File: src/rtl/traffic_pkg.sv
// rtl/traffic_pkg.sv - lamp encodings, phase codes and default durations for the intersection sequencer
package traffic_pkg;

  localparam logic [1:0] LAMP_RED    = 2'b00;
  localparam logic [1:0] LAMP_GREEN  = 2'b01;
  localparam logic [1:0] LAMP_YELLOW = 2'b10;

  typedef enum logic [2:0] {
    HWY_GREEN  = 3'd0,
    HWY_YELLOW = 3'd1,
    ALL_RED_A  = 3'd2,
    ST_GREEN   = 3'd3,
    ST_YELLOW  = 3'd4,
    ALL_RED_B  = 3'd5
  } phase_t;

  localparam int DEF_MIN_GREEN    = 20;
  localparam int DEF_STREET_GREEN = 10;
  localparam int DEF_YELLOW_T     = 4;
  localparam int DEF_ALL_RED_T    = 2;
  localparam int DEF_CNT_W        = 8;

  // Highway lamp for a phase; anything not explicitly green/yellow shows red.
  function automatic logic [1:0] hwy_lamp(input phase_t p);
    case (p)
      HWY_GREEN:  return LAMP_GREEN;
      HWY_YELLOW: return LAMP_YELLOW;
      default:    return LAMP_RED;
    endcase
  endfunction

  // Street lamp for a phase; anything not explicitly green/yellow shows red.
  function automatic logic [1:0] st_lamp(input phase_t p);
    case (p)
      ST_GREEN:  return LAMP_GREEN;
      ST_YELLOW: return LAMP_YELLOW;
      default:   return LAMP_RED;
    endcase
  endfunction

endpackage

File: src/rtl/phase_timer.sv
// rtl/phase_timer.sv - loadable saturating down-counter used as the phase dwell timer
module phase_timer #(
  parameter int CNT_W = 8
) (
  input  logic             clk,
  input  logic             load,
  input  logic [CNT_W-1:0] value,
  output logic             done
);

  logic [CNT_W-1:0] count;

  // Load wins; otherwise count down and hold at zero. The owner asserts load during reset.
  always_ff @(posedge clk) begin
    if (load) begin
      count <= value;
    end else if (count != '0) begin
      count <= count - 1'b1;
    end
  end

  assign done = (count == '0);

endmodule

File: src/rtl/traffic_phase_scheduler.sv
// rtl/traffic_phase_scheduler.sv - demand-driven highway/street phase sequencer; optional emerg input under TRAFFIC_EMERG_PREEMPT_EN
module traffic_phase_scheduler
  import traffic_pkg::*;
#(
  parameter int MIN_GREEN    = DEF_MIN_GREEN,
  parameter int STREET_GREEN = DEF_STREET_GREEN,
  parameter int YELLOW_T     = DEF_YELLOW_T,
  parameter int ALL_RED_T    = DEF_ALL_RED_T,
  parameter int CNT_W        = DEF_CNT_W
) (
  input  logic       clk,
  input  logic       rst,
  input  logic       street_req,
  input  logic       ped_req,
`ifdef TRAFFIC_EMERG_PREEMPT_EN
  input  logic       emerg,
`endif
  output logic [1:0] highway,
  output logic [1:0] street,
  output logic       walk,
  output logic       ped_pending,
  output logic [2:0] phase
);

  phase_t           state;
  phase_t           next_state;
  logic             tmr_load;
  logic [CNT_W-1:0] tmr_value;
  logic             tmr_done;
  logic             walk_grant;
  logic             grant_nxt;
  logic             pend_nxt;
  logic             emerg_i;

`ifdef TRAFFIC_EMERG_PREEMPT_EN
  assign emerg_i = emerg;
`else
  assign emerg_i = 1'b0;
`endif

  // Phase advance: highway green waits for demand after its minimum, every other phase runs its fixed dwell.
  always_comb begin
    next_state = state;
    case (state)
      HWY_GREEN:  if (tmr_done && (street_req || ped_req || ped_pending) && !emerg_i) next_state = HWY_YELLOW;
      HWY_YELLOW: if (tmr_done) next_state = ALL_RED_A;
      ALL_RED_A:  if (tmr_done) next_state = ST_GREEN;
      ST_GREEN:   if (tmr_done || emerg_i) next_state = ST_YELLOW;
      ST_YELLOW:  if (tmr_done) next_state = ALL_RED_B;
      ALL_RED_B:  if (tmr_done) next_state = HWY_GREEN;
      default:    next_state = HWY_GREEN;
    endcase
  end

  // Timer reload on every phase entry (including recovery from an illegal code) and during reset.
  always_comb begin
    tmr_load = !rst || (next_state != state);
    case (next_state)
      HWY_YELLOW, ST_YELLOW: tmr_value = CNT_W'(YELLOW_T - 1);
      ALL_RED_A, ALL_RED_B:  tmr_value = CNT_W'(ALL_RED_T - 1);
      ST_GREEN:              tmr_value = CNT_W'(STREET_GREEN - 1);
      default:               tmr_value = CNT_W'(MIN_GREEN - 1);
    endcase
    if (!rst) tmr_value = CNT_W'(MIN_GREEN - 1);
  end

  // Pedestrian bookkeeping: the entry into street green consumes the latched request plus any same-cycle press.
  always_comb begin
    pend_nxt  = ped_pending | ped_req;
    grant_nxt = walk_grant;
    if (state == ALL_RED_A && next_state == ST_GREEN) begin
      grant_nxt = ped_pending | ped_req;
      pend_nxt  = 1'b0;
    end else if (next_state != ST_GREEN) begin
      grant_nxt = 1'b0;
    end
  end

  phase_timer #(.CNT_W(CNT_W)) u_timer (
    .clk   (clk),
    .load  (tmr_load),
    .value (tmr_value),
    .done  (tmr_done)
  );

  // Sequencer state with lamps registered from the next phase so they track the state with no lag.
  always_ff @(posedge clk) begin
    if (!rst) begin
      state       <= HWY_GREEN;
      ped_pending <= 1'b0;
      walk_grant  <= 1'b0;
      highway     <= LAMP_GREEN;
      street      <= LAMP_RED;
    end else begin
      state       <= next_state;
      ped_pending <= pend_nxt;
      walk_grant  <= grant_nxt;
      highway     <= hwy_lamp(next_state);
      street      <= st_lamp(next_state);
    end
  end

  assign walk  = walk_grant & (state == ST_GREEN);
  assign phase = state;

endmodule
File: config.mk
export PLATFORM = sky130hd
export DESIGN_NAME = traffic_phase_scheduler
export DESIGN_NICKNAME = d
export VERILOG_FILES = /design/src/rtl/traffic_pkg.sv /design/src/rtl/phase_timer.sv /design/src/rtl/traffic_phase_scheduler.sv
export SDC_FILE = /design/constraint.sdc
export NUM_CORES = 1
export LEC_CHECK = 0
export BUFFER_PORTS_ARGS = -buffer_cell sky130_fd_sc_hd__clkbuf_2
export CORE_MARGIN = 4
export CORE_UTILIZATION = 34
export CTS_CLUSTER_SIZE = 24
export DETAILED_ROUTE_END_ITERATION = 8
export GPL_ROUTABILITY_DRIVEN = 1
export PLACE_DENSITY = 0.64
export RECOVER_POWER = 50
export REMOVE_ABC_BUFFERS = 1
export SYNTH_ARGS = -nofsm -noshare
export SYNTH_HDL_FRONTEND = slang
export SYNTH_SLANG_ARGS = --single-unit
File: constraint.sdc
create_clock -name clk -period 3.13 [get_ports clk]
set_clock_uncertainty 0.15 [all_clocks]
set_input_delay 0.4695 -clock clk [delete_from_list [all_inputs] [get_ports clk]]
set_output_delay 0.4695 -clock clk [all_outputs]
set_load 0.005 [all_outputs]
==> flow_metrics.py <==
metrics = {
    "outcome": {
        "status": "complete, no violations",
    },
    "clock_tree": {
        "clock_sinks": 17,
        "root_buffer": "clkbuf_4",
        "ctsLongestPathBuffers": 2,
        "ctsResizeCount": 0,
        "cts_buffers": 3,
        "clk_latency_ns": 0.28,
        "path_clk_slew_ns": 0.10,
        "htreeDepth": 1,
        "cts_hold_buf": 0,
        "cts_tree": "done",
        "cts_setup_buffers": 0,
    },
    "min_path": {
        "hold_class": "in2reg",
    },
    "worst_setup_path": {
        "cp-end-kind": "flip-flop",
        "arrival_ns": 2.19,
        "cp-start-kind": "flip-flop",
        "worst-setup-path-type": "reg2reg",
        "crit_fanout": 8,
        "required_ns": 2.93,
    },
    "placed_design": {
        "post-place-cells": 128,
        "port_buffers": 12,
        "dpl.hpwl_mm": 1.29,
        "postPlaceCellArea_um2": 982,
        "gp_congestion": 0.793,
    },
    "route": {
        "firstDrtPassIters": 4,
        "via_count": 644,
        "wl_per_cell_um": 12.8,
        "drt_iter0_markers": 22,
        "route.detailed.drc": 0,
        "antenna_left": 0,
        "via_per_inst": 4.88,
        "wirelength_mm": 1.69,
    },
    "pwr": {
        "swShare": 0.232,
        "internal_power_w": 0.000306,
        "power.density_nw_per_um2": 397,
        "switchingPower_w": 0.0000921,
        "clockPowerShare": 0.284,
        "finalPower_w": 0.000398,
        "p_leak_nw": 0.418,
        "power.share.combinational": 0.090,
        "seqPwrFrac": 0.626,
        "peakVddDrop_mv": 0.269,
    },
    "synthesis": {
        "synthCells": 87,
        "yosysTopAreaCell": "edfxtp_1",
        "synth_cell_types": 34,
        "synth_edf_count": 8,
        "synth_top_cells_by_area": "edfxtp_1 27%, dfxtp_1 20%, nand2_1 5.5%, xnor2_1 4.9%, nor4_4 4.8%",
        "ys_seq_elements": 17,
        "avgSynthCellArea_um2": 10.2,
        "synth_top_area_share": 0.270,
        "syn_area_um2": 888,
        "ys.flop_type": "dfxtp_1",
        "async_flop_share": 0,
        "synth_warnings": 0,
        "synth-seq-area-share": 0.473,
    },
    "timing": {
        "relSlewSlack": 0.632,
        "fin_crit_ns": 2.39,
        "setup_viol": 0,
        "max_freq_mhz": 419,
        "worstMarginPinSlew_ns": 0.547,
        "grt_setup_unrepaired": "false",
        "slew_viol_final": 0,
        "finalHoldViolCount": 0,
        "finalSetupTns_ns": 0,
        "fin_crit_sh": 0.763,
    },
    "floorplanning": {
        "rows": 18,
        "initial_core_util": 0.359,
        "dieWidth_um": 59.1,
        "coreArea_um2": 2480,
        "die_h_um": 59.1,
        "die_area_um2": 3490,
        "ioPinCount": 13,
    },
    "cells_and_area": {
        "syn_to_final_growth_pct": 12.8,
        "fillers": 268,
        "final_core_util": 0.405,
        "design_area_um2": 1000,
        "layout-drive-gt1-share": 0.196,
        "diodes": 0,
        "finalNonFillerCells": 132,
        "fin_nets": 109,
    },
    "run": {
        "maxCapViolCount": 0,
    },
    "grt": {
        "grt_pass1_vias": 687,
        "grt_pass1_wl_mm": 3.00,
        "grt_antenna_before_repair": 0,
        "grt_max_degree": 11,
        "grt_use_total": 0.111,
        "overflow": 0,
    },
}
==> kinds of logic (layout without fill, tap and decap cells) <==
logic type,count (synthesis),in the layout,synth area share
simple gates,42,42,0.280
flops,17,17,0.473
compound gates,16,16,0.130
xor+xnor,6,6,0.0592
buf+inv,3,18,0.0127
fa+ha+maj,2,2,0.0282
mux,1,1,0.0169
==> state kept, by name, indices dropped and copies added, names as in the netlist <==
register       cells
walk_grant         1
phase              3
highway            2
ped_pending        1
street             2
u_timer.count      8
==> placed cells by master, fill, tap and decap left out, types with 3 or more instances in the layout <==
cell and instances:
a21boi_0 3, clkbuf_1 3, clkbuf_2 10, clkbuf_4 3, dfxtp_1 9, edfxtp_1 8
nand2_1 13, nor2_1 8, nor3_1 3, nor3b_1 3, o21ai_0 3, xnor2_1 5
==> cell usage after synthesis (all sizes together) (2+ instances only) <==
library cell / n
nand2: 13
ha: 2
and3: 2
inv: 2
edfxtp: 8
o21ai: 3
xnor2: 5
nor2: 8
nor3: 3
a21o: 2
nor4: 2
nor3b: 3
or2: 2
nand3: 2
dfxtp: 9
a21boi: 3
nor2b: 2
a21oi: 3
==> metal layers <==
layer  global-route usage  up-vias  share of wire
met4               0.0421        0              0
met2                0.177       16           0.47
met3               0.0196        0          0.048
li1                     -      340              -
met5                    0        -              0
met1                0.150      288           0.48
==> metrics by stage <==
| stage | hold slack [ns] | setup slack [ns] |
|---|---|---|
| 3_5_place_dp | 0.333 | 0.893 |
| 2_1_floorplan | 0.307 | 1.17 |
| 5_1_grt | 0.344 | 0.492 |
| 3_3_place_gp | 0.332 | 1.01 |
| 4_1_cts | 0.329 | 0.858 |
| 6_report | 0.335 | 0.741 |
==> worst paths after layout <==
kind / cells past startpoint / to / start / slack (ns)
setup reg to reg: 6 / u_timer.count[7] / u_timer.count[0] / 0.74
hold / removal: 2 / highway[0] / rst / 0.34
setup / recovery: 6 / u_timer.count[7] / u_timer.count[0] / 0.74
hold reg to reg: 2 / walk_grant / walk_grant / 0.37
==> layout make-up <==
cell class | count | area, um^2 | area share
multi-input combinational | 67 | 453 | 0.452
timing repair buffer | 12 | 57.6 | 0.0574
sequential | 17 | 420 | 0.419
clock buffer | 4 | 26.3 | 0.0262
tap | 30 | 37.5 | 0.0375
inverter | 2 | 7.51 | 0.00749
==> power by group through the flow <==
stage / sequential (W) / combinational [W] / clock [W]
2_1_floorplan: 0.000252 / 0.0000252 / 0
3_3_place_gp: 0.000253 / 0.0000348 / 0
3_5_place_dp: 0.000254 / 0.0000354 / 0
4_1_cts: 0.000249 / 0.0000357 / 0.000117
5_1_grt: 0.000250 / 0.0000395 / 0.000128
6_report: 0.000249 / 0.0000356 / 0.000113
==> worst max-delay path: stages (launching register included) <==
cell and delay (ns):
edfxtp_1 0.44, inv_1 0.10, ha_1 0.14, nor3b_1 0.41, and2_0 0.37, a21oi_2 0.14
nand2_1 0.30
Power figures use the tool's default switching activity.
